**src/rtl/lockin_acquisition_sequencer.sv**
```systemverilog
// lockin_acquisition_sequencer
//   Runs a lock-in photon-counting acquisition. It drives the modulated light
//   source and bins synchronized PMT pulses into "source on" and "source off"
//   counters, ignoring the first cfg_blank clocks of every half-period. Each
//   frame's counts and their signed difference go out over valid/ready.
// Ports:
//   clock_50_mhz, reset_n        : clock, synchronous active-low reset
//   start, abort                 : acquisition control
//   cfg_half_period/blank/cycles/frames : configuration, latched on start
//   pulse_in                     : one-cycle PMT strobe (already synchronized)
//   light_source_pin             : registered light source drive
//   busy, cfg_err, done          : status
//   frame_valid/frame_ready      : result handshake
//   frame_add/sub/diff/index     : result payload
module lockin_acquisition_sequencer #(
  parameter int COUNT_W = 32,
  parameter int PER_W   = 32
) (
  input  logic               clock_50_mhz,
  input  logic               reset_n,
  input  logic               start,
  input  logic               abort,
  input  logic [PER_W-1:0]   cfg_half_period,
  input  logic [15:0]        cfg_blank,
  input  logic [15:0]        cfg_cycles,
  input  logic [15:0]        cfg_frames,
  input  logic               pulse_in,
  output logic               light_source_pin,
  output logic               busy,
  output logic               cfg_err,
  output logic               frame_valid,
  input  logic               frame_ready,
  output logic [COUNT_W-1:0] frame_add,
  output logic [COUNT_W-1:0] frame_sub,
  output logic [COUNT_W:0]   frame_diff,
  output logic [15:0]        frame_index,
  output logic               done
);

  // Common width for comparing the 16-bit blank against the PER_W timer.
  localparam int CMP_W = (PER_W > 16) ? PER_W : 16;

  typedef enum logic [1:0] {
    ST_IDLE  = 2'd0,
    ST_RUN   = 2'd1,
    ST_STALL = 2'd2,
    ST_DONE  = 2'd3
  } state_t;

  state_t             state_r, state_s;
  logic               light_r, light_s;
  logic [PER_W-1:0]   phase_r, phase_s;
  logic [16:0]        half_cnt_r, half_cnt_s;
  logic [15:0]        frame_cnt_r, frame_cnt_s;
  logic [COUNT_W-1:0] add_cnt_r, add_cnt_s;
  logic [COUNT_W-1:0] sub_cnt_r, sub_cnt_s;
  logic [PER_W-1:0]   half_cfg_r, half_cfg_s;
  logic [15:0]        blank_cfg_r, blank_cfg_s;
  logic [15:0]        cycles_cfg_r, cycles_cfg_s;
  logic [15:0]        frames_cfg_r, frames_cfg_s;
  logic [COUNT_W-1:0] out_add_r, out_add_s;
  logic [COUNT_W-1:0] out_sub_r, out_sub_s;
  logic [COUNT_W:0]   out_diff_r, out_diff_s;
  logic [15:0]        out_index_r, out_index_s;
  logic               valid_r, valid_s;
  logic               cfg_err_r, cfg_err_s;
  logic               done_r, done_s;
  logic               busy_r, busy_s;

  logic               cfg_ok_s;
  logic               count_en_s;
  logic [COUNT_W-1:0] add_inc_s, sub_inc_s;
  logic               phase_wrap_s, last_half_s, last_frame_s;
  logic               handshake_s, out_free_s;

  // Counters stick at all-ones instead of wrapping.
  function automatic logic [COUNT_W-1:0] sat_inc(input logic [COUNT_W-1:0] v);
    if (&v) begin
      sat_inc = v;
    end else begin
      sat_inc = v + COUNT_W'(1'b1);
    end
  endfunction

  // Difference computed one bit wider so it cannot overflow.
  function automatic logic [COUNT_W:0] signed_diff(input logic [COUNT_W-1:0] a,
                                                   input logic [COUNT_W-1:0] b);
    signed_diff = {1'b0, a} - {1'b0, b};
  endfunction

  assign cfg_ok_s     = (cfg_half_period >= PER_W'(2'd2)) &&
                        (CMP_W'(cfg_blank) < CMP_W'(cfg_half_period)) &&
                        (cfg_cycles != 16'd0) && (cfg_frames != 16'd0);
  assign count_en_s   = pulse_in && (CMP_W'(phase_r) >= CMP_W'(blank_cfg_r));
  assign add_inc_s    = (count_en_s && light_r)  ? sat_inc(add_cnt_r) : add_cnt_r;
  assign sub_inc_s    = (count_en_s && !light_r) ? sat_inc(sub_cnt_r) : sub_cnt_r;
  assign phase_wrap_s = (phase_r == half_cfg_r - PER_W'(1'b1));
  // Half-periods are numbered from 0 within a frame; the last one is odd, so off.
  assign last_half_s  = (half_cnt_r == {cycles_cfg_r, 1'b0} - 17'd1);
  assign last_frame_s = (frame_cnt_r == frames_cfg_r - 16'd1);
  assign handshake_s  = valid_r && frame_ready;
  assign out_free_s   = !valid_r || frame_ready;

  // Next-state, counter and output-register logic for the acquisition FSM.
  always_comb begin
    state_s      = state_r;
    light_s      = light_r;
    phase_s      = phase_r;
    half_cnt_s   = half_cnt_r;
    frame_cnt_s  = frame_cnt_r;
    add_cnt_s    = add_cnt_r;
    sub_cnt_s    = sub_cnt_r;
    half_cfg_s   = half_cfg_r;
    blank_cfg_s  = blank_cfg_r;
    cycles_cfg_s = cycles_cfg_r;
    frames_cfg_s = frames_cfg_r;
    out_add_s    = out_add_r;
    out_sub_s    = out_sub_r;
    out_diff_s   = out_diff_r;
    out_index_s  = out_index_r;
    valid_s      = handshake_s ? 1'b0 : valid_r;
    cfg_err_s    = 1'b0;
    done_s       = 1'b0;
    if (abort) begin
      state_s     = ST_IDLE;
      light_s     = 1'b0;
      phase_s     = {PER_W{1'b0}};
      half_cnt_s  = 17'd0;
      frame_cnt_s = 16'd0;
      add_cnt_s   = {COUNT_W{1'b0}};
      sub_cnt_s   = {COUNT_W{1'b0}};
      valid_s     = 1'b0;
    end else begin
      case (state_r)
        ST_IDLE: begin
          light_s     = 1'b0;
          phase_s     = {PER_W{1'b0}};
          half_cnt_s  = 17'd0;
          frame_cnt_s = 16'd0;
          add_cnt_s   = {COUNT_W{1'b0}};
          sub_cnt_s   = {COUNT_W{1'b0}};
          if (start && cfg_ok_s) begin
            half_cfg_s   = cfg_half_period;
            blank_cfg_s  = cfg_blank;
            cycles_cfg_s = cfg_cycles;
            frames_cfg_s = cfg_frames;
            state_s      = ST_RUN;
            light_s      = 1'b1;
          end else if (start) begin
            cfg_err_s = 1'b1;
          end else begin
            state_s = ST_IDLE;
          end
        end
        ST_RUN: begin
          add_cnt_s = add_inc_s;
          sub_cnt_s = sub_inc_s;
          if (phase_wrap_s) begin
            phase_s    = {PER_W{1'b0}};
            light_s    = !light_r;
            half_cnt_s = half_cnt_r + 17'd1;
            if (last_half_s && out_free_s) begin
              // Final cycle's pulse is already folded into add/sub_inc_s.
              half_cnt_s  = 17'd0;
              out_add_s   = add_inc_s;
              out_sub_s   = sub_inc_s;
              out_diff_s  = signed_diff(add_inc_s, sub_inc_s);
              out_index_s = frame_cnt_r;
              valid_s     = 1'b1;
              add_cnt_s   = {COUNT_W{1'b0}};
              sub_cnt_s   = {COUNT_W{1'b0}};
              if (last_frame_s) begin
                state_s = ST_DONE;
                light_s = 1'b0;
              end else begin
                frame_cnt_s = frame_cnt_r + 16'd1;
              end
            end else if (last_half_s) begin
              // Result register still held: park the finished counts.
              half_cnt_s = 17'd0;
              state_s    = ST_STALL;
              light_s    = 1'b0;
            end else begin
              state_s = ST_RUN;
            end
          end else begin
            phase_s = phase_r + PER_W'(1'b1);
          end
        end
        ST_STALL: begin
          light_s = 1'b0;
          if (handshake_s) begin
            out_add_s   = add_cnt_r;
            out_sub_s   = sub_cnt_r;
            out_diff_s  = signed_diff(add_cnt_r, sub_cnt_r);
            out_index_s = frame_cnt_r;
            valid_s     = 1'b1;
            add_cnt_s   = {COUNT_W{1'b0}};
            sub_cnt_s   = {COUNT_W{1'b0}};
            phase_s     = {PER_W{1'b0}};
            half_cnt_s  = 17'd0;
            if (last_frame_s) begin
              state_s = ST_DONE;
            end else begin
              state_s     = ST_RUN;
              light_s     = 1'b1;
              frame_cnt_s = frame_cnt_r + 16'd1;
            end
          end else begin
            state_s = ST_STALL;
          end
        end
        ST_DONE: begin
          light_s = 1'b0;
          if (handshake_s) begin
            done_s  = 1'b1;
            state_s = ST_IDLE;
          end else begin
            state_s = ST_DONE;
          end
        end
        default: begin
          state_s = ST_IDLE;
          light_s = 1'b0;
          valid_s = 1'b0;
        end
      endcase
    end
    busy_s = (state_s != ST_IDLE);
  end

  // State and output registers with synchronous active-low reset.
  always_ff @(posedge clock_50_mhz) begin
    if (!reset_n) begin
      state_r      <= ST_IDLE;
      light_r      <= 1'b0;
      phase_r      <= {PER_W{1'b0}};
      half_cnt_r   <= 17'd0;
      frame_cnt_r  <= 16'd0;
      add_cnt_r    <= {COUNT_W{1'b0}};
      sub_cnt_r    <= {COUNT_W{1'b0}};
      half_cfg_r   <= {PER_W{1'b0}};
      blank_cfg_r  <= 16'd0;
      cycles_cfg_r <= 16'd0;
      frames_cfg_r <= 16'd0;
      out_add_r    <= {COUNT_W{1'b0}};
      out_sub_r    <= {COUNT_W{1'b0}};
      out_diff_r   <= {(COUNT_W+1){1'b0}};
      out_index_r  <= 16'd0;
      valid_r      <= 1'b0;
      cfg_err_r    <= 1'b0;
      done_r       <= 1'b0;
      busy_r       <= 1'b0;
    end else begin
      state_r      <= state_s;
      light_r      <= light_s;
      phase_r      <= phase_s;
      half_cnt_r   <= half_cnt_s;
      frame_cnt_r  <= frame_cnt_s;
      add_cnt_r    <= add_cnt_s;
      sub_cnt_r    <= sub_cnt_s;
      half_cfg_r   <= half_cfg_s;
      blank_cfg_r  <= blank_cfg_s;
      cycles_cfg_r <= cycles_cfg_s;
      frames_cfg_r <= frames_cfg_s;
      out_add_r    <= out_add_s;
      out_sub_r    <= out_sub_s;
      out_diff_r   <= out_diff_s;
      out_index_r  <= out_index_s;
      valid_r      <= valid_s;
      cfg_err_r    <= cfg_err_s;
      done_r       <= done_s;
      busy_r       <= busy_s;
    end
  end

  assign light_source_pin = light_r;
  assign busy             = busy_r;
  assign cfg_err          = cfg_err_r;
  assign frame_valid      = valid_r;
  assign frame_add        = out_add_r;
  assign frame_sub        = out_sub_r;
  assign frame_diff       = out_diff_r;
  assign frame_index      = out_index_r;
  assign done             = done_r;

endmodule
```
**config.mk**
```make
export PLATFORM = sky130hd
export DESIGN_NAME = lockin_acquisition_sequencer
export DESIGN_NICKNAME = d
export VERILOG_FILES = /design/src/rtl/lockin_acquisition_sequencer.sv
export SDC_FILE = /design/constraint.sdc
export NUM_CORES = 1
export LEC_CHECK = 0
export CORE_MARGIN = 8
export CORE_UTILIZATION = 60
export DETAILED_ROUTE_END_ITERATION = 16
export DONT_BUFFER_PORTS = 1
export PLACE_DENSITY = 0.77
export SLEW_MARGIN = 0
export SYNTH_ARGS = -nofsm -noshare
export SYNTH_HDL_FRONTEND = slang
export SYNTH_SLANG_ARGS = --single-unit
export TNS_END_PERCENT = 5
```
**constraint.sdc**
```tcl
create_clock -name clock_50_mhz -period 7.2 [get_ports clock_50_mhz]
set_input_delay 1.44 -clock clock_50_mhz [delete_from_list [all_inputs] [get_ports clock_50_mhz]]
set_output_delay 1.44 -clock clock_50_mhz [all_outputs]
set_load 0.02 [all_outputs]
```
# --- Word-level counts from Yosys, hierarchy flattened ---
# Index checks and enable logic that the tools add are counted.
op_classes:
  eq_ne: 9
  reduce_logical: 28
  mux: 65
  magnitude_cmp: 3
  n_addsub: 10
  n_bitwise: 4
ops:
  columns: ["operator", "n"]
  rows:
  - ["two-way mux 32 bit", 16]
  - ["case mux 32 bit (3 select lines)", 3]
  - ["case mux 32 bit (2 select lines)", 2]
  - ["two-way mux 16 bit", 7]
  - ["two-way mux 33 bit", 3]
  - ["adder 32 x 1 -> 32 bit, second input constant", 3]
  - ["two-way mux 17 bit", 4]
  - ["case mux 33 bit (2 select lines)", 1]
  - ["subtractor 32 x 32 -> 33 bit", 2]
  - ["AND reduction 32 bit", 2]
  - ["case mux 17 bit (3 select lines)", 1]
  - ["case mux 16 bit (3 select lines)", 1]
  - ["== test 32 bit", 1]
  - ["greater-or-equal comparator 32 x 16 -> 1 bit", 1]
  - ["greater-or-equal comparator 32 x 2 -> 1 bit, second input constant", 1]
  - ["less-than comparator 16 x 32 -> 1 bit", 1]
  - ["case mux 16 bit (2 select lines)", 1]
  - ["nonzero test 16 bit", 2]
  - ["subtractor 32 x 1 -> 32 bit, second input constant", 1]
  - ["two-way mux 2 bit", 10]
  - ["adder 17 x 1 -> 17 bit, second input constant", 1]
  - ["== test 17 bit", 1]
  - ["subtractor 17 x 1 -> 17 bit, second input constant", 1]
  - ["adder 16 x 1 -> 16 bit, second input constant", 1]
  - ["other kinds (23)", 52]
totals:
  output_inout_bits: 118
  in_bits: 86
  register_bits: 329
  wordCells: 138

# --- Depth between registers and ports, before layout ---
logic_depth:
  word_depth: 9
  mapped_depth: 24
  depth_no_buf: 21

# --- Worst setup path before layout ---
# No wires, ideal clock.
synth_path:
  path_kind: "flip-flop to flip-flop"
  start: "register phase_r[13]"
  end: "register out_diff_r[31] (netlist: frame_diff[31])"
  required_time_ns: 7.082
  path_buffers: 4
  slack_ns: 2.153
  arrival_time_ns: 4.929
  path_stages_with_launch: 24
  period_less_slack_ns: 5.047
  setup_time_ns: 0.118
  cell_sequence: "dfxtp_1 ha_1 nand4_1 or4_1 o31a_1 nand3_1 buf_4 buf_2 nand2_1 or4_1 clkbuf_1 or4_1 xnor2_1 ha_1 clkbuf_1 nand2_1 nand2b_1 a21oi_1 o21ai_0 a211o_1 a21oi_1 o21ai_0 mux2i_1 o21ai_1"
synth_via:
  elab_chain_cells: 8
  elab_cells_between_ends: 13
  classes_between: "add/sub (1); order compare (1); eq/ne (2); mux (5); reduce/logical (4)"
synth_lines:
  columns: ["element", "line_no", "text"]
  rows:
  - ["start, declared", "52", "logic [PER_W-1:0] phase_r, phase_s;"]
  - ["start signal, assigned", "237", "phase_r <= {PER_W{1'b0}};"]
  - ["start signal, assigned", "257", "phase_r <= phase_s;"]
  - ["greater-or-equal comparator 32 x 16 -> 1 bit", "94", "assign count_en_s = pulse_in && (CMP_W'(phase_r) >= CMP_W'(blank_cfg_r));"]
  - ["logical AND 1 bit", "94", null]
  - ["logical AND 1 bit, on equally long branches", "95, 96", null]
  - ["two-way mux 32 bit, on equally long branches", "95, 96", null]
  - ["subtractor 32 x 32 -> 33 bit", "88", "signed_diff = {1'b0, a} - {1'b0, b};"]
  - ["two-way mux 33 bit", "162", "if (last_half_s && out_free_s) begin"]
  - ["two-way mux 33 bit", "158", "if (phase_wrap_s) begin"]
  - ["case mux 33 bit (2 select lines)", "134", "case (state_r)"]
  - ["end signal, assigned", "248", "out_diff_r <= {(COUNT_W+1){1'b0}};"]
  - ["end signal, assigned", "268", "out_diff_r <= out_diff_s;"]
  - ["end, declared", "63", "logic [COUNT_W:0] out_diff_r, out_diff_s;"]
# Parallel ways exist; a longest one is shown, timed or not. The select of a mux whose other input is x is not followed.
# A chain may end at the register's enable or synchronous reset.

# --- Worst setup path in the final report ---
# Ends and elaborated chain as after synthesis.

==> results.py <==
metrics = {
    "place": {
        "pre_cts_ws_ps": 1343,
        "place_congestion": 1.015,
        "dp_hpwl_mm": 55.01,
        "io_buffers": 0,
        "dp.cells": 3319,
    },
    "logic_synthesis": {
        "syn_area_per_cell_um2": 7.388,
        "ys.flop_type": "dfxtp_1",
        "yosys_warnings": 0,
        "syn_area_um2": 22160,
        "yosysSeqAreaShare": 0.2972,
        "async_reset_ff_frac": 0,
        "synth_edf_count": 0,
        "synth_nets": 3173,
        "syn_inst": 3000,
        "ys_ff_latch": 329,
        "ys_types": 92,
    },
    "layout": {
        "antenna_cells": 0,
        "final_cells": 3386,
        "nets": 3064,
        "num-fill-cells": 3306,
        "area_growth_pct": 6.294,
        "drive_gt1_frac": 0.04695,
    },
    "sta": {
        "setup_violations": 0,
        "tns_ps": 0,
        "hold_viol": 0,
        "relSlewSlack": 0.2250,
        "maxSlewViolCount": 0,
        "worst_pin_slew_ps": 1156,
        "fin_crit_sh": 0.8439,
        "period_needed_ps": 6076,
        "hold_ws_ps": 455.0,
        "max_freq_ghz": 0.1646,
        "layout_setup_ws_ps": 1124,
        "rsz0062_at_grt": "no",
        "fin_skew_ps": 31.35,
    },
    "setup_path": {
        "r2r-end": "frame_diff[31]",
        "critPathLaunch": "phase_r[13]",
        "r2r_cells": 17,
        "cp.required_ps": 7650,
        "timing.rr.start": "phase_r[13]",
        "reg2reg_slack_ps": 1120,
        "crit_fanout": 49,
        "arrival_ps": 6530,
        "crit_path_start_kind": "register",
        "critPathKind": "register to register",
        "worst_setup_path_end_kind": "register",
    },
    "grt": {
        "grt_pass1_vias": 20260,
        "antenna_found_initial": 2,
        "top_usage_layer": "met2",
        "grt_max_degree": 92,
        "grt.met2_usage": 0.5020,
        "grt_usage": 0.3239,
        "grt_pass1_wl_mm": 114.9,
        "grt.met3_usage": 0.07290,
        "overflow": 0,
        "grt_util_met1": 0.4433,
    },
    "power_and_ir_drop": {
        "p_per_area_nw_per_um2": 192.7,
        "p_int_mw": 3.270,
        "totalPowerFinal_mw": 4.539,
        "p_comb_frac": 0.124,
        "sw_frac_of_total": 0.2795,
        "pwr-share-seq": 0.430,
        "peakVddDrop_uv": 212.1,
        "leakage_nw": 8.493,
        "clkPwrFrac": 0.446,
        "switching_power_mw": 1.269,
    },
    "clock_tree": {
        "htree_levels": 2,
        "cts_setup_buffers": 0,
        "clk_latency_ps": 560,
        "clockRootBuffer": "clkbuf_16",
        "cts_tree": "built",
        "postCtsHoldBufs": 0,
        "clk_pin_slew_ps": 60,
        "cts_resized": 0,
        "cts.sinks": 329,
        "cts_made_buffers": 38,
        "cts_buffer_depth": 3,
    },
    "floorplanning": {
        "core_um2": 36520,
        "initial_core_util": 0.6069,
        "die_width_um": 208.2,
        "ioPinCount": 204,
        "die-area_um2": 43350,
        "rows": 70,
        "die_h_um": 208.2,
    },
    "detailed_routing": {
        "routedWlPerCell_um": 21.70,
        "first_iter_violations": 2334,
        "firstDrtPassIters": 7,
        "vias": 21940,
        "drcViolationCount": 0,
        "drt_wl_total_mm": 73.46,
        "viasPerCell": 6.480,
        "ant_nets": 0,
    },
    "hold_path": {
        "hold_path_startpoint": "blank_cfg_r[10]",
        "hold_end": "blank_cfg_r[10]",
        "hold-path-cell-count": 2,
        "hold_class": "register to register",
    },
    "run_status": {
        "outcome": "finished clean",
    },
    "run": {
        "cap_viol_max_count": 0,
    },
}
-- layer usage --
layer	share of wire	wire length, um	up-vias
met5	0.00031	23	-
met4	0.029	2156	4
met3	0.10	7590	138
met2	0.43	31750	1068
met1	0.43	31940	10390
li1	-	-	10340
-- kinds of logic (layout without fill, tap and decap cells) --
| group | Yosys count | after routing | synth area share |
|---|---|---|---|
| XOR/XNOR | 291 | 291 | 0.1156 |
| flip-flops | 329 | 329 | 0.2972 |
| AND/OR/NAND/NOR | 1330 | 1330 | 0.2850 |
| AO/OA/AOI/OAI | 656 | 656 | 0.1879 |
| buffers and inverters | 275 | 193 | 0.05002 |
| multiplexers | 19 | 19 | 0.008750 |
| adder cells (fa/ha/maj) | 100 | 100 | 0.05549 |
-- through the flow --
stage               cell area, um^2  utilization
CTS                           23560       0.6451
finish                        23560       0.6451
detailed placement            22270       0.6097
global placement              22270       0.6097
floorplan                     22160            -
global route                  23560       0.6451
-- layout by cell type (no fill, tap or decap), drive strengths merged, types with 24 or more instances in the layout --
cell type  count
nand2        459
nor2         335
dfxtp        329
a21oi        265
xnor2        190
nand3        118
inv          107
xor2         100
o21ai         91
ha            86
nor3          85
a211oi        70
nand4         60
clkbuf        50
nor4          46
o211ai        43
and3          43
or3           33
a31oi         25
or4           24
-- flip-flops by register name, indices dropped and copies added, names as in the netlist, 2 cells and up --
signal	cells
frame_diff	33
add_cnt_r	32
frame_add	32
frame_sub	32
half_cfg_r	32
phase_r	32
sub_cnt_r	32
half_cnt_r	17
blank_cfg_r	16
cycles_cfg_r	16
frame_cnt_r	16
frame_index	16
frames_cfg_r	16
state_r	2
-- critical path: stages (launching register included) --
cell and delay, ps:
dfxtp_1 370, ha_1 330, nand4_1 170, or4_1 600, o31a_1 310, and3_4 360
nor3_1 950, nand3_1 380, or3_1 500, xnor2_1 170, ha_1 380, a21oi_1 390
o21ai_0 180, a211o_1 310, a21oi_1 190, o21ai_0 130, mux2i_1 140, o21ai_1 80
-- area by class of cell --
type                       instances  area (um^2)  area share
multi-input combinational       2396        14540      0.6172
clock inverter                    17        214.0    0.009082
sequential                       329         6586      0.2796
clock buffer                      50         1076     0.04567
timing repair buffer              21        157.7    0.006692
inverter                         105        399.1     0.01694
tap                              468        585.6     0.02486
-- power groups by stage --
stage	registers (mW)	logic (mW)	clock network, mW
after detailed placement	1.99	0.550	0
after CTS	1.95	0.553	2.04
after global routing	1.96	0.620	2.10
after global placement	1.99	0.537	0
final	1.95	0.565	2.02
after floorplan	1.97	0.438	0
-- synthesized netlist by cell type, types with 6 or more instances --
master | n | area share
o31a_1 | 7 | 0.0028
buf_1 | 7 | 0.0012
a21o_1 | 23 | 0.0078
nand2_1 | 459 | 0.078
a211o_1 | 13 | 0.0051
o211ai_1 | 43 | 0.015
nor4_1 | 42 | 0.012
ha_1 | 86 | 0.049
nor3_1 | 84 | 0.019
o2111ai_1 | 8 | 0.0032
a211oi_1 | 66 | 0.022
xnor2_1 | 190 | 0.075
or2_2 | 10 | 0.0028
nand4_1 | 59 | 0.017
clkbuf_1 | 127 | 0.022
or4_1 | 21 | 0.0071
or3_1 | 33 | 0.0093
mux2i_1 | 16 | 0.0072
a31oi_1 | 25 | 0.0071
and2_1 | 21 | 0.0059
nor4b_1 | 6 | 0.0024
xor2_1 | 100 | 0.040
maj3_1 | 10 | 0.0045
buf_2 | 27 | 0.0061
o21ai_0 | 89 | 0.020
nor2b_1 | 22 | 0.0062
dfxtp_1 | 329 | 0.30
a22oi_1 | 14 | 0.0047
a311oi_1 | 9 | 0.0036
o21a_1 | 15 | 0.0051
nand3_1 | 117 | 0.026
nand4b_1 | 7 | 0.0028
inv_1 | 105 | 0.018
and3_1 | 42 | 0.012
o211a_1 | 6 | 0.0027
a21oi_1 | 264 | 0.060
and4_1 | 11 | 0.0043
o31ai_1 | 17 | 0.0058
nand2b_1 | 23 | 0.0065
nor2_1 | 333 | 0.056
nand3b_1 | 8 | 0.0027
-- worst max path at each step --
stage                          end  slack (ps)  cells past startpoint
finish              frame_diff[31]        1120                     17
detailed placement  frame_diff[31]        1340                     15
CTS                 frame_diff[28]        1350                     19
global placement    frame_diff[26]        1430                     16
global route        frame_diff[31]         780                     17
floorplan           frame_diff[31]        2150                     23
Power figures use the tool's default switching activity.
